**config.mk**
```make
export PLATFORM = sky130hd
export DESIGN_NAME = i2c_target_regif
export DESIGN_NICKNAME = d
export VERILOG_FILES = /design/src/rtl/i2c_target_regif.sv
export SDC_FILE = /design/constraint.sdc
export NUM_CORES = 1
export LEC_CHECK = 0
export ABC_CLOCK_PERIOD_IN_PS = 1650
export CAP_MARGIN = 20
export CORE_UTILIZATION = 40
export DETAILED_ROUTE_END_ITERATION = 6
export GPL_TIMING_DRIVEN = 0
export MAX_ROUTING_LAYER = met4
export PLACE_DENSITY_LB_ADDON = 0.25
export SYNTH_ARGS = -nofsm -noshare
export SYNTH_HDL_FRONTEND = slang
export SYNTH_SLANG_ARGS = --single-unit
```
**constraint.sdc**
```tcl
create_clock -name clk -period 1.65 [get_ports clk]
set_input_delay 0.2475 -clock clk [delete_from_list [all_inputs] [get_ports clk]]
set_output_delay 0.2475 -clock clk [all_outputs]
set_load 0.005 [all_outputs]
```
**src/rtl/i2c_target_regif.sv**
```systemverilog
// i2c_target_regif: I2C target controller for the colour-sensor register file.
// Oversamples the open-drain bus with clk, decodes START/STOP, address, register
// pointer and data bytes, and turns bus transfers into single-cycle register
// read/write strobes. SDA is only ever pulled low (ACK and read-data 0 bits).
//
// Parameters:
//   TARGET_ADDR  7-bit bus address answered to (general call 0 never ACKed)
//   HOLD_CYC     clk cycles after internal SCL fall before SDA drive changes;
//                must be >= 3 so the first read bit follows the rdata capture
// Ports:
//   clk, rst     system clock, synchronous active-high reset
//   scl_i, sda_i resolved bus levels
//   sda_oe       1 pulls SDA low, 0 releases
//   reg_addr     register pointer
//   reg_wdata    write data, valid with reg_we
//   reg_we       one-cycle write strobe
//   reg_re       one-cycle read strobe; reg_rdata captured the following cycle
//   reg_rdata    read data from the register file
//   busy         high from START until STOP
// Build option:
//   I2C_TARGET_GLITCH_FILTER_EN  adds a 3-sample majority filter per input,
//                                rejecting 1-cycle pulses (4-cycle input latency)

module i2c_target_regif #(
    parameter logic [6:0]  TARGET_ADDR = 7'h29,
    parameter int unsigned HOLD_CYC    = 4
) (
    input  logic       clk,
    input  logic       rst,
    input  logic       scl_i,
    input  logic       sda_i,
    output logic       sda_oe,
    output logic [7:0] reg_addr,
    output logic [7:0] reg_wdata,
    output logic       reg_we,
    output logic       reg_re,
    input  logic [7:0] reg_rdata,
    output logic       busy
);

    localparam int unsigned CNT_W = 8;

    typedef enum logic [3:0] {
        S_IDLE,
        S_ADDR,
        S_ADDR_ACK,
        S_PTR,
        S_PTR_ACK,
        S_WDATA,
        S_WDATA_ACK,
        S_RDATA,
        S_RDATA_ACK,
        S_IGNORE
    } state_t;

    // Two-flop synchronizers; reset to the idle (pulled-up) bus level.
    logic r_scl_s1, r_scl_s2, r_sda_s1, r_sda_s2;

    always_ff @(posedge clk) begin
        if (rst) begin
            r_scl_s1 <= 1'b1;
            r_scl_s2 <= 1'b1;
            r_sda_s1 <= 1'b1;
            r_sda_s2 <= 1'b1;
        end else begin
            r_scl_s1 <= scl_i;
            r_scl_s2 <= r_scl_s1;
            r_sda_s1 <= sda_i;
            r_sda_s2 <= r_sda_s1;
        end
    end

    logic w_scl, w_sda;

`ifdef I2C_TARGET_GLITCH_FILTER_EN
    // Majority of the current synchronized sample and the two before it.
    logic [1:0] r_scl_hist, r_sda_hist;
    logic       r_scl_f, r_sda_f;

    function automatic logic maj3(input logic [2:0] v);
        return (v[0] & v[1]) | (v[0] & v[2]) | (v[1] & v[2]);
    endfunction

    always_ff @(posedge clk) begin
        if (rst) begin
            r_scl_hist <= 2'b11;
            r_sda_hist <= 2'b11;
            r_scl_f    <= 1'b1;
            r_sda_f    <= 1'b1;
        end else begin
            r_scl_hist <= {r_scl_hist[0], r_scl_s2};
            r_sda_hist <= {r_sda_hist[0], r_sda_s2};
            r_scl_f    <= maj3({r_scl_hist, r_scl_s2});
            r_sda_f    <= maj3({r_sda_hist, r_sda_s2});
        end
    end

    assign w_scl = r_scl_f;
    assign w_sda = r_sda_f;
`else
    assign w_scl = r_scl_s2;
    assign w_sda = r_sda_s2;
`endif

    // Previous internal levels for edge detection.
    logic r_scl_d, r_sda_d;

    always_ff @(posedge clk) begin
        if (rst) begin
            r_scl_d <= 1'b1;
            r_sda_d <= 1'b1;
        end else begin
            r_scl_d <= w_scl;
            r_sda_d <= w_sda;
        end
    end

    // START/STOP only need SCL high now, so an SDA change coinciding with an
    // SCL rise is a bus condition rather than a data bit.
    logic w_scl_rise, w_scl_fall, w_start, w_stop;
    assign w_scl_rise = w_scl & ~r_scl_d;
    assign w_scl_fall = ~w_scl & r_scl_d;
    assign w_start    = w_scl & r_sda_d & ~w_sda;
    assign w_stop     = w_scl & ~r_sda_d & w_sda;

    state_t           r_state;
    logic [2:0]       r_bit_cnt;
    logic [6:0]       r_shift;
    logic             r_rw;
    logic             r_ack_rise;
    logic             r_re_d;
    logic [7:0]       r_tx;
    logic [CNT_W-1:0] r_hold_cnt;

    logic [7:0] w_byte;
    logic       w_oe_target;

    assign w_byte = {r_shift, w_sda};

    // SDA drive level for the current SCL-low phase.
    always_comb begin
        w_oe_target = 1'b0;
        case (r_state)
            S_ADDR_ACK, S_PTR_ACK, S_WDATA_ACK: w_oe_target = 1'b1;
            S_RDATA:                            w_oe_target = ~r_tx[3'(3'd7 - r_bit_cnt)];
            default:                            w_oe_target = 1'b0;
        endcase
    end

    // Main controller: bus FSM, strobes, pointer and delayed SDA drive.
    always_ff @(posedge clk) begin
        if (rst) begin
            r_state    <= S_IDLE;
            r_bit_cnt  <= 3'd0;
            r_shift    <= 7'd0;
            r_rw       <= 1'b0;
            r_ack_rise <= 1'b0;
            r_re_d     <= 1'b0;
            r_tx       <= 8'd0;
            r_hold_cnt <= '0;
            sda_oe     <= 1'b0;
            reg_addr   <= 8'd0;
            reg_wdata  <= 8'd0;
            reg_we     <= 1'b0;
            reg_re     <= 1'b0;
            busy       <= 1'b0;
        end else begin
            reg_we <= 1'b0;
            reg_re <= 1'b0;
            r_re_d <= reg_re;
            if (r_re_d) begin
                r_tx <= reg_rdata;
            end
            // Post-write pointer increment, one cycle after the strobe.
            if (reg_we) begin
                reg_addr <= reg_addr + 8'd1;
            end
            // SDA only changes once the hold window after SCL fall has expired.
            if (r_hold_cnt != '0) begin
                r_hold_cnt <= r_hold_cnt - CNT_W'(1);
                if (r_hold_cnt == CNT_W'(1)) begin
                    sda_oe <= w_oe_target;
                end
            end

            if (w_stop) begin
                r_state    <= S_IDLE;
                busy       <= 1'b0;
                sda_oe     <= 1'b0;
                r_hold_cnt <= '0;
            end else if (w_start) begin
                r_state    <= S_ADDR;
                busy       <= 1'b1;
                sda_oe     <= 1'b0;
                r_hold_cnt <= '0;
                r_bit_cnt  <= 3'd0;
            end else begin
                if (w_scl_fall) begin
                    r_hold_cnt <= CNT_W'(HOLD_CYC);
                end
                case (r_state)
                    S_ADDR: begin
                        if (w_scl_rise) begin
                            r_shift   <= w_byte[6:0];
                            r_bit_cnt <= r_bit_cnt + 3'd1;
                            if (r_bit_cnt == 3'd7) begin
                                r_bit_cnt <= 3'd0;
                                if ((r_shift == TARGET_ADDR) && (TARGET_ADDR != 7'd0)) begin
                                    r_rw       <= w_sda;
                                    r_ack_rise <= 1'b0;
                                    r_state    <= S_ADDR_ACK;
                                end else begin
                                    r_state <= S_IGNORE;
                                end
                            end
                        end
                    end
                    S_ADDR_ACK: begin
                        // Leave on the fall that ends the ACK bit, not the 8th-bit fall.
                        if (w_scl_rise) begin
                            r_ack_rise <= 1'b1;
                        end
                        if (w_scl_fall && r_ack_rise) begin
                            r_bit_cnt <= 3'd0;
                            if (r_rw) begin
                                reg_re  <= 1'b1;
                                r_state <= S_RDATA;
                            end else begin
                                r_state <= S_PTR;
                            end
                        end
                    end
                    S_PTR: begin
                        if (w_scl_rise) begin
                            r_shift   <= w_byte[6:0];
                            r_bit_cnt <= r_bit_cnt + 3'd1;
                            if (r_bit_cnt == 3'd7) begin
                                r_bit_cnt  <= 3'd0;
                                reg_addr   <= w_byte;
                                r_ack_rise <= 1'b0;
                                r_state    <= S_PTR_ACK;
                            end
                        end
                    end
                    S_PTR_ACK, S_WDATA_ACK: begin
                        if (w_scl_rise) begin
                            r_ack_rise <= 1'b1;
                        end
                        if (w_scl_fall && r_ack_rise) begin
                            r_bit_cnt <= 3'd0;
                            r_state   <= S_WDATA;
                        end
                    end
                    S_WDATA: begin
                        if (w_scl_rise) begin
                            r_shift   <= w_byte[6:0];
                            r_bit_cnt <= r_bit_cnt + 3'd1;
                            if (r_bit_cnt == 3'd7) begin
                                r_bit_cnt  <= 3'd0;
                                reg_wdata  <= w_byte;
                                reg_we     <= 1'b1;
                                r_ack_rise <= 1'b0;
                                r_state    <= S_WDATA_ACK;
                            end
                        end
                    end
                    S_RDATA: begin
                        if (w_scl_rise) begin
                            r_bit_cnt <= r_bit_cnt + 3'd1;
                            if (r_bit_cnt == 3'd7) begin
                                r_bit_cnt  <= 3'd0;
                                r_ack_rise <= 1'b0;
                                r_state    <= S_RDATA_ACK;
                            end
                        end
                    end
                    S_RDATA_ACK: begin
                        // Pointer advances at the ACK rise so the next read sees it.
                        if (w_scl_rise) begin
                            if (!w_sda) begin
                                reg_addr   <= reg_addr + 8'd1;
                                r_ack_rise <= 1'b1;
                            end else begin
                                r_state <= S_IGNORE;
                            end
                        end
                        if (w_scl_fall && r_ack_rise) begin
                            reg_re    <= 1'b1;
                            r_bit_cnt <= 3'd0;
                            r_state   <= S_RDATA;
                        end
                    end
                    default: begin
                        r_state <= r_state;
                    end
                endcase
            end
        end
    end

endmodule

```
# Word level (Yosys, flattened, before mapping)
# Index checks and enable logic that the tools add are counted.
op_classes:
  add_sub_neg: 4
  shifts: 0
  mux: 49
  order_cmp: 1
  multipliers: 0
  n_bitwise: 15
  reduce_logical: 25
  n_eq_ne: 43
  div: 0
op_table:
  columns: ["cell", "n"]
  rows:
  - ["$mux W4", 14]
  - ["$mux W8", 7]
  - ["$ne A3 B3 Y1 const B", 12]
  - ["$pmux W4 S7", 1]
  - ["$ne A2 B2 Y1 const B", 13]
  - ["$reduce_and A13 Y1", 2]
  - ["$mux W3", 7]
  - ["$eq A4 B3 Y1 const B", 4]
  - ["$pmux W8 S2", 1]
  - ["$reduce_bool A8 Y1", 2]
  - ["$mux W1", 14]
  - ["$reduce_or A3 Y1", 4]
  - ["$reduce_or A4 Y1", 3]
  - ["$reduce_and A11 Y1", 1]
  - ["$not A1 Y1", 9]
  - ["$add A8 B1 Y8 const B", 1]
  - ["$eq A4 B2 Y1 const B", 2]
  - ["$eq A8 B1 Y1 const B", 1]
  - ["$ne A4 B4 Y1 const B", 2]
  - ["$reduce_and A4 Y1", 2]
  - ["$sub A8 B1 Y8 const B", 1]
  - ["$eq A7 B6 Y1 const B", 1]
  - ["$reduce_bool A7 Y1", 1]
  - ["$and A1 B1 Y1", 6]
  - ["other kinds (21)", 26]
totals:
  memories: 0
  output_inout_bits: 20
  rom_bits: 0
  mem_bits_rw: 0
  latch_bits: 0
  register_bits: 59
  inputBits: 12
  elab_cells: 159

# Longest topological paths before layout
# Gate-level depths: netlist (run 1).
depth:
  depth_word: 7
  depth_mapped: 7
  ltp_nobuf: 7

# Worst setup path after synthesis (run 1)
# No wires, ideal clock.
synth_path:
  path_type: "register to register"
  start: "register r_bit_cnt[0]"
  end: "register reg_addr[5]"
  period_less_slack_ns: 1.728
  setup_ns: 0.126
  path_stages_with_launch: 8
  arrival_ns: 1.602
  required_time_ns: 1.524
  n_path_buf: 0
  setup_slack_ns: -0.078
  path_cell_list: "dfxtp_1 > ha_1 > ha_1 > nand3b_1 > nor3b_4 > o21ai_2 > nand2b_1 > o22ai_1"
synth_via:
  elab_chain_cells: 6
synth_rtl:
  columns: ["element", "line_no", "source"]
  rows:
  - ["from (decl)", "127", "logic [2:0] r_bit_cnt;"]
  - ["from (signal assigned)", "205", "r_bit_cnt <= r_bit_cnt + 3'd1;"]
  - ["from (signal assigned)", "236", "r_bit_cnt <= r_bit_cnt + 3'd1;"]
  - ["from (signal assigned)", "257", "r_bit_cnt <= r_bit_cnt + 3'd1;"]
  - ["$eq A3 B3 Y1", "237", "if (r_bit_cnt == 3'd7) begin"]
  - ["$mux W8", "237", null]
  - ["$mux W8", "234", "if (w_scl_rise) begin"]
  - ["$pmux W8 S2", "201", "case (r_state)"]
  - ["$mux W8", "191", "end else if (w_start) begin"]
  - ["$mux W8", "186", "if (w_stop) begin"]
  - ["to (signal assigned)", "176", "reg_addr <= reg_addr + 8'd1;"]
  - ["to (signal assigned)", "239", "reg_addr <= w_byte;"]
  - ["to (signal assigned)", "281", "reg_addr <= reg_addr + 8'd1;"]
  - ["to (decl)", "33", "output logic [7:0] reg_addr,"]
# No other way between the ends.
# A chain may end at the register's enable or synchronous reset.

# Worst setup path in the final report (run 1)
layout_path:
  start: "register r_bit_cnt[1]"
  end: "register reg_addr[0]"
# The elaborated chain is that of the path after synthesis.

==> impl_results.md, run 1 <==
* Outcome: finished, violations left
* Failing checks: setup timing
* Post-synth EDFFs at 0
* Clock root buffer: clkbuf_8
* Headroom to the max-slew limit at 0.635
* Layout Utilization at 0.554
* Latest clock arrival within the worst-skew pair at 330 ps
* Gpl congestion at 0.858
* Die span in y at 87.7 um
* Grt total ovfl at 0
* Setup TNS at -23.1 ps
* Synth top area share at 0.402
* Boundary pin count at 32
* Vias in the first global route at 2392
* DIE AREA at 7690 sq um
* Chip Width at 87.7 um
* Worst path arrival time at 1880 ps
* Yosys cell types at 57
* Worst slew pin tran at 547 ps
* Syn-to-layout area delta at 30.9%
* Worst Setup End Kind: flop
* Seq/Total Area, Yosys at 0.402
* Non-filler cells, final at 470
* Core Area at 6940 sq um
* Commonest cells post-synth: dfxtp_1, nor2_1, mux2i_1
* Mean area per synthesized cell at 9.27 sq um
* CTS Buf Count at 9
* Synth Cell Area at 2940 sq um
* Final setup viols at 2
* Top-count cell post-synth: dfxtp_1
* CTS Hold Bufs at 0
* Fin crit share at 1.01
* # diodes at 0
* CTS H-tree depth at 3
* Via count at 2495
* Synthesized netlist cell count at 317
* Top area cells in the synthesized netlist: dfxtp_1, mux2i_1, nor2_1
* Largest net degree at the start of global routing at 11
* Warnings from Yosys at 0
* Share of layout cells above drive strength 1 at 0.214
* Hold Crit Class: reg -> reg
* DP Area at 3370 sq um
* Final Net Count at 386
* Port bufs at 31
* Cell area after layout at 3850 sq um
* DP Cell Count at 444
* CP Launch Type: flop
* First-pass GRT wire length at 11.2 mm
* Post-route DRC at 0
* CTS tree: yes
* Syn Nets at 334
* Max_cap viols at 0
* WP data required at 1860 ps
* Number of core rows at 30
* Max Fclk at 598 MHz
* Primary FF master, synth: dfxtp_1
* Initial antenna violation count at 0
* P per Cell Area at 910 nW/um^2
* Fin crit period at 1670 ps
* Final Hold Viols at 0
* #FFs+latches synth at 59
* GRT Total Usage at 0.195
* Post-DP HPWL at 4.73 mm
* Vias per inst at 5.31
* Post-route ant nets at 0
* Setup ws final at -21.9 ps
* Yosys top cell by area: dfxtp_1
* WL per Instance at 14.5 um
* Clk pin slew, worst setup/hold paths at 70 ps
* Lkg Pwr at 1.50 nW
* First-pass iteration count of the detailed router at 4
* Post-synthesis async set-or-reset flop share at 0
* RSZ-0062 raised after global routing: true
* Setup Skew at 11.5 ps
* Clock sink count at 59
* Initial Utilization at 0.423
* Worst VDD drop at 0.672 mV
* WS Path Type: reg -> reg
* Routed WL at 6.82 mm
* Clock Path Buffers at 2
* Worst Path Max Fanout at 4
* Max Slew Vio Count at 0
* Iteration-0 DRC Markers at 139
-- per-stage QoR --
step	setup slack [ps]	hold WS (ps)	total power [mW]
after floorplan	1.48	351	2.07
after global placement	-368	391	2.19
after detailed placement	-418	395	2.21
after CTS	-18.2	410	3.51
after global routing	-99.8	416	3.69
final	-21.9	410	3.50
-- cell families (layout without fill, tap and decap cells) --
kind of cell / count (synthesis) / in the layout / synth area share
xor+xnor: 18 / 18 / 0.0562
buf+inv: 23 / 80 / 0.0375
flops: 59 / 59 / 0.402
compound gates: 50 / 50 / 0.118
fa+ha+maj: 6 / 6 / 0.0247
simple gates: 129 / 129 / 0.244
mux: 32 / 32 / 0.118
-- registers in the layout, indices dropped and copies added, names as in the netlist, 3 cells and up --
signal and cells:
r_bit_cnt 3, r_hold_cnt 8, r_shift 7, r_state 4, r_tx 8, reg_addr 8
reg_wdata 8
-- path summary, 6_finish.rpt --
| path | to | cells after the start | start | slack (ps) |
|---|---|---|---|---|
| setup / recovery | reg_addr[0] | 7 | r_bit_cnt[1] | -20 |
| hold / removal | r_scl_s2 | 1 | r_scl_s1 | 410 |
| setup reg to reg | reg_addr[0] | 7 | r_bit_cnt[1] | -20 |
| hold reg to reg | r_scl_s2 | 1 | r_scl_s1 | 410 |
-- layout make-up --
cell class | instances | area (sq um)
Timing Repair Buffer | 42 | 400
Tap cell | 96 | 120
Sequential cell | 59 | 1200
Buffer | 17 | 119
Clock buffer | 11 | 141
Fill cell | 644 | 3100
Multi-Input combinational cell | 235 | 1790
Clock inverter | 5 | 52.6
Inverter | 5 | 18.8
-- power breakdown --
| group | internal [mW] | leakage, nW | switching (mW) |
|---|---|---|---|
| clock network | 0.731 | 0.0991 | 0.566 |
| logic | 0.273 | 0.918 | 0.325 |
| registers | 1.52 | 0.485 | 0.0871 |
| total | 2.52 | 1.50 | 0.978 |
-- cells in the final DEF, fill, tap and decap left out, types with 4 or more instances in the layout --
| master | instances |
|---|---|
| a21oi_1 | 10 |
| a22oi_1 | 8 |
| buf_4 | 10 |
| buf_6 | 7 |
| clkbuf_1 | 9 |
| clkbuf_8 | 10 |
| clkdlybuf4s50_1 | 31 |
| dfxtp_1 | 48 |
| dfxtp_2 | 8 |
| inv_1 | 5 |
| mux2i_1 | 30 |
| nand2_1 | 11 |
| nand2b_1 | 6 |
| nand3_1 | 12 |
| nand4_1 | 7 |
| nor2_1 | 49 |
| nor3_1 | 4 |
| o22ai_1 | 7 |
| or2_2 | 7 |
| or3_1 | 4 |
| xnor2_1 | 9 |
| xor2_1 | 8 |
-- repair_timing --
action | CTS | global route
pin swaps | 8 | 11
setup buffers | 8 | 3
gates resized for setup | 16 | 32
cloned | 0 | 0
endpoints found under the setup margin | 22 | 31
-- critical path: stages, from the launching register on --
cell      delay (ps)
dfxtp_4          360
ha_4             130
ha_4             120
nand3b_1         190
nor3b_4          360
o21ai_2          140
a22oi_1          190
nor2_1            70
-- layer usage --
layer	track usage	vias up	wire length [um]
li1	-	1241	-
met1	0.254	1193	3310
met2	0.285	52	3170
met3	0.0500	9	238
met4	0.0849	0	98
met5	-	-	0
Note: power is estimated with default switching activity, not from simulation.
==> inputs of run 2 (changes only) <==
--- a/config.mk
+++ b/config.mk
@@ -7,7 +7,8 @@
 export LEC_CHECK = 0
 export ABC_CLOCK_PERIOD_IN_PS = 1650
 export CAP_MARGIN = 20
-export CORE_UTILIZATION = 40
+export CORE_MARGIN = 2
+export CORE_UTILIZATION = 45
 export DETAILED_ROUTE_END_ITERATION = 6
 export GPL_TIMING_DRIVEN = 0
 export MAX_ROUTING_LAYER = met4
==> run 2 against run 1 <==
Effect of this change:
- the flow still finishes with violations (setup timing)
- power increased by 5.6%
- die area decreased by 6.5%
- fmax decreased by 2.5%
- design area increased by 1.2%
- sequential power about the same
- via count increased by 1.9%
- clock power increased by 15%
- hold slack improved by 2.0 ps
- critical endpoint is now reg_addr[5]
==> impl_results.md, run 2 (synthesis results as in run 1) <==
* Outcome: finished, violations left (unchanged)
* Failing checks: setup timing (unchanged)
* FF-to-FF Start: r_bit_cnt[0] (was r_bit_cnt[1])
* Slowest stage delay, CP at 360 ps (about the same)
* CTS Hold Bufs at 0 (unchanged)
* # diodes at 0 (unchanged)
* GRT Total Usage at 0.201 (was 0.195)
* Final Net Count at 385 (was 386)
* Clock root buffer: clkbuf_8 (unchanged)
* First-pass iteration count of the detailed router at 4 (unchanged)
* RSZ-0062 raised after global routing: true (unchanged)
* Grt total ovfl at 0 (unchanged)
* Setup Skew at 5.73 ps (was 11.5 ps)
* Worst Reg-to-Reg Cells at 8 (was 7)
* Share of layout cells above drive strength 1 at 0.234 (was 0.214)
* Clk pin slew, worst setup/hold paths at 70 ps (about the same)
* Chip Width at 84.8 um (was 87.7 um)
* Max Fclk at 583 MHz (was 598 MHz)
* Hold Crit Class: reg -> reg (unchanged)
* Critical path depth in cells at 8 (was 7)
* Routed WL at 6.82 mm (about the same)
* WL per Instance at 15.2 um (was 14.5 um)
* CTS tree: yes (unchanged)
* Final Hold Viols at 0 (unchanged)
* Initial antenna violation count at 0 (unchanged)
* Number of core rows at 29 (was 30)
* R2r setup slk at -60 ps (was -20 ps)
* Worst path arrival time at 1930 ps (was 1880 ps)
* DIE AREA at 7190 sq um (was 7690 sq um)
* Gpl congestion at 0.892 (was 0.858)
* Bufs and invs on worst path at 1 (was 0)
* Clock sink count at 59 (unchanged)
* Post-route ant nets at 0 (unchanged)
* Worst Setup EP: reg_addr[5] (was reg_addr[0])
* Headroom to the max-slew limit at 0.620 (was 0.635)
* Setup WS pre-CTS at -375 ps (was -418 ps)
* Syn-to-layout area delta at 32.5% (was 30.9%)
* Max_cap viols at 0 (unchanged)
* WS Path Type: reg -> reg (unchanged)
* Vias in the first global route at 2449 (was 2392)
* DP Cell Count at 425 (was 444)
* First-pass GRT wire length at 11.2 mm (about the same)
* Post-DP HPWL at 4.48 mm (was 4.73 mm)
* Lkg Pwr at 1.52 nW (was 1.50 nW)
* Port bufs at 31 (unchanged)
* RR Endpoint: reg_addr[5] (was reg_addr[0])
* Max Slew Vio Count at 0 (unchanged)
* WHS at 412 ps (was 410 ps)
* Core Area at 6350 sq um (was 6940 sq um)
* Largest net degree at the start of global routing at 11 (unchanged)
* Worst slew pin tran at 570 ps (was 547 ps)
* Via count at 2543 (was 2495)
* Worst VDD drop at 0.901 mV (was 0.672 mV)
* Iteration-0 DRC Markers at 133 (was 139)
* Setup ws final at -64.9 ps (was -21.9 ps)
* Initial Utilization at 0.463 (was 0.423)
* WP data required at 1860 ps (about the same)
* CP Launch Type: flop (unchanged)
* CTS Buf Count at 9 (unchanged)
* Worst Setup End Kind: flop (unchanged)
* P per Cell Area at 949 nW/um^2 (was 910 nW/um^2)
* Clock Path Buffers at 2 (unchanged)
* Power, Total at 3.69 mW (was 3.50 mW)
* CTS H-tree depth at 3 (unchanged)
* Non-filler cells, final at 449 (was 470)
* Boundary pin count at 32 (unchanged)
* Commonest non-fill, non-tap cells in the layout: dfxtp_1, nor2_1, clkdlybuf4s50_1 (was nor2_1, dfxtp_1, clkdlybuf4s50_1)
* Most used cell, CP: ha_4 (unchanged)
* Post-route DRC at 0 (unchanged)
* Final setup viols at 10 (was 2)
* Fin crit period at 1710 ps (was 1670 ps)
* Slowest library cell on the worst path: dfxtp_4 (unchanged)
* Crit-path cells: ha_4 > ha_4 > nand3b_1 > nor3b_4 > buf_6 > o21ai_4 > nand2b_4 > o22ai_1 (was ha_4 > ha_4 > nand3b_1 > nor3b_4 > o21ai_2 > a22oi_1 > nor2_1)
* Fin crit share at 1.04 (was 1.01)
* CP top delay family: simple AND/OR/NAND/NOR gates (unchanged)
* Layout Utilization at 0.613 (was 0.554)
* Worst Path Max Fanout at 5 (was 4)
* Die span in y at 84.8 um (was 87.7 um)
* Commonest non-fill, non-tap cell in the layout: dfxtp_1 (was nor2_1)
* Hold Startpoint: r_sda_s1 (was r_scl_s1)
* Vias per inst at 5.66 (was 5.31)
* Latest clock arrival within the worst-skew pair at 340 ps (was 330 ps)
* Critical Path Start: r_bit_cnt[0] (was r_bit_cnt[1])
-- run 2: worst min path at each step --
stage | end | cells past startpoint | slack [ps]
2_1_floorplan | r_scl_s1 | 1 | 350
4_1_cts | r_sda_s2 | 1 | 420
3_5_place_dp | r_sda_s2 | 1 | 400
3_3_place_gp | r_scl_s2 | 1 | 390
6_report | r_sda_s2 | 1 | 410
5_1_grt | r_sda_s2 | 1 | 430
-- run 2: metal layers --
| layer | vias to the layer above | wire length, um | track usage |
|---|---|---|---|
| met5 | - | 0 | - |
| met3 | 19 | 250 | 0.0354 |
| met1 | 1223 | 3110 | 0.244 |
| li1 | 1235 | - | - |
| met4 | 0 | 220 | 0.120 |
| met2 | 66 | 3240 | 0.314 |
-- run 2: what timing repair did --
action	CTS	global route
resized for setup	13	44
pin swaps	5	14
buffers inserted	7	5
endpoints found under the setup margin	21	37
hold endpoints to repair	0	0
cloned	0	0
-- run 2: layout make-up --
cell class                      count  area (sq um)
Tap cell                           77          96.3
Timing Repair Buffer               41           389
Clock buffer                       11           151
Buffer                             17           109
Clock inverter                      4          73.8
Inverter                            5          18.8
Sequential cell                    59          1200
Multi-Input combinational cell    235          1850
Fill cell                         519          2460
-- run 2: stage by stage --
stage | TNS [ps] | cell area, sq um
floorplan | 0 | 2940
global placement | -7260 | 3350
detailed placement | -6900 | 3350
CTS | 0 | 3690
global route | -1140 | 3890
finish | -380 | 3890
-- run 2: report_power, final --
| part | internal, mW | switching, mW | total (mW) |
|---|---|---|---|
| logic | 0.271 | 0.326 | 0.597 |
| clock network | 0.924 | 0.574 | 1.50 |
| registers | 1.51 | 0.0860 | 1.60 |
| total | 2.71 | 0.986 | 3.69 |
==> variant: new RTL, flow settings as in run 2 <==
The 10 states of `state_t` get a one-hot encoding in 10 bits.
--- a/src/rtl/i2c_target_regif.sv
+++ b/src/rtl/i2c_target_regif.sv
@@ -42,13 +42,13 @@
 
-    typedef enum logic [3:0] {
-        S_IDLE,
-        S_ADDR,
-        S_ADDR_ACK,
-        S_PTR,
-        S_PTR_ACK,
-        S_WDATA,
-        S_WDATA_ACK,
-        S_RDATA,
-        S_RDATA_ACK,
-        S_IGNORE
+    typedef enum logic [9:0] {
+        S_IDLE      = 10'b0000000001,
+        S_ADDR      = 10'b0000000010,
+        S_ADDR_ACK  = 10'b0000000100,
+        S_PTR       = 10'b0000001000,
+        S_PTR_ACK   = 10'b0000010000,
+        S_WDATA     = 10'b0000100000,
+        S_WDATA_ACK = 10'b0001000000,
+        S_RDATA     = 10'b0010000000,
+        S_RDATA_ACK = 10'b0100000000,
+        S_IGNORE    = 10'b1000000000
     } state_t;
Check against the original RTL: same outputs for any inputs over 10 cycles, from zero or initial values and one cycle with rst high; not proved beyond that.
==> variant against run 2 <==
  * The run still ends with setup timing left
  * Hold slack worse by 84 ps
  * Synthesized area rose by 16%
  * Setup slack got worse by 590 ps
  * Sequential cell count increased by 6
  * Total power grew 11%
  * Combinational power up 21%
  * Final area is 21% higher
  * Wire length is 36% higher
  * Synthesized cell count grew 22%
  * Critical path type unchanged
  * Critical endpoint is now r_shift[0]
==> variant: results (changes against run 2) <==
- Worst R2R Start: r_state[3]
- Pleak: 1.728 nW (+14%)
- DP Wirelength: 6.008 mm (+34%)
- Slowest cell on the critical path: or4_4
- HP Class: in -> reg
- HP Start: rst
- Final WS setup: -653.1 ps (-588.2 ps)
- Cell Int Power: 2.916 mW (+7.7%)
- Global-route wire length before repair: 14.82 mm (+32%)
- GR Util All Layers: 0.2246 (+0.02317)
- Clock root cell: clkbuf_8
- Final setup vio count: 38 (+28)
- Critical path's largest stage delay: 550 ps (+190 ps)
- Buffers on Ports: 30 (-3.2%)
- Status: finished, violations left
- Commonest cells post-synth: dfxtp_1, nor2_1, mux2i_1, nand2_1, o21ai_0
- Avg WL per Cell: 16.65 µm (+9.7%)
- Via-to-Cell Ratio: 5.686 (+0.40%)
- Largest fanout on the critical path: 8 (+3)
- Pin count of the biggest net entering global routing: 14 (+3)
- Worst Hold Path EP: r_re_d
- Hold Crit Depth: 2 (+1)
- Reg2Reg Depth: 7 (-1)
- CTS buffer count: 9 (unchanged)
- Max-slew headroom: 0.6220 (+0.002073)
- Syn nets: 405 (+21%)
- Violated checks: setup timing
- Share of cells above drive strength 1: 0.2810 (+0.04717)
- Hold WS: 328.0 ps (-83.58 ps)
- 1st-iter DRT viols: 226 (+70%)
- R2R Path End: r_shift[0]
- Synth area leaders: dfxtp_1, mux2i_1, nor2_1, xor2_1, o21ai_0
- Layout Skew: 6.845 ps (+1.112 ps)
- Register area share after synthesis: 0.3803 (-0.02179)
- DP Area: 0.003901 mm² (+16%)
- Pre-CTS setup slack: -1199 ps (-824.7 ps)
variant: cell types whose count changed after synthesis, moves of 4 or more:
cell | run 2 | this run
nor3_1 | 4 | 9
o22ai_1 | 7 | 11
inv_1 | 5 | 11
dfxtp_1 | 59 | 65
o21ai_0 | 4 | 16
and2_1 | 0 | 4
nand2_1 | 11 | 19
nor2_1 | 49 | 59
xor2_1 | 8 | 15
nand2b_1 | 9 | 4
mux2i_1 | 30 | 35
variant: through the flow:
stage | TNS [ps] | cells
floorplan | -19460 | 388
global placement | -33620 | 517
detailed placement | -33850 | 517
CTS | -17950 | 540
global route | -22840 | 558
finish | -19380 | 558
variant: logic make-up (layout without fill, tap and decap cells):
group | count (synthesis) | count (layout) | synth area share
AOI/OAI and AO/OA | 73 | 73 | 0.1525
xor gates and xnor gates | 23 | 23 | 0.05887
and+or+nand+nor | 152 | 153 | 0.2307
buffers and inverters | 33 | 103 | 0.04387
DFF | 65 | 65 | 0.3803
muxes | 37 | 37 | 0.1155
adders and majority gates | 5 | 5 | 0.01828
variant: power by group through the flow:
stage | clock network, mW | registers, mW | logic (mW)
after global placement | 0 | 1.79 | 0.639
after detailed placement | 0 | 1.80 | 0.658
final | 1.60 | 1.77 | 0.723
after CTS | 1.62 | 1.76 | 0.687
after floorplan | 0 | 1.78 | 0.516
after global routing | 1.68 | 1.79 | 0.831
variant: final cells by class:
type	count	area (µm²)
clock buffers	10	137.6
flip-flops and latches	65	1319
multi-input cells	291	2335
inverters	12	45.04
fillers	635	2577
clock inverters	6	97.59
plain buffers	16	100.1
well taps	99	123.9
repair buffers	59	556.8
variant: what timing repair did:
action / CTS / global route
gates resized for setup: 48 / 56
setup endpoints to repair: 41 / 47
buffers inserted: 11 / 18
gates cloned: 0 / 1
pin swaps: 12 / 25
hold buffers: 0 / 0
variant: worst max-delay path by stage:
stage | endpoint | slack (ps) | startpoint
global placement | reg_addr[6] | -1200 | r_state[2]
global route | r_shift[2] | -750 | r_state[3]
finish | r_shift[0] | -650 | r_state[3]
CTS | r_shift[0] | -630 | r_state[4]
floorplan | r_shift[0] | -750 | r_state[5]
detailed placement | reg_addr[6] | -1200 | r_state[2]
variant: metal layers:
layer | track usage | vias up | part of all wire
met5 | - | - | 0
li1 | - | 1538 | -
met2 | 0.3586 | 66 | 0.50
met3 | 0.03154 | 19 | 0.029
met4 | 0.08586 | 0 | 0.021
met1 | 0.2896 | 1550 | 0.45
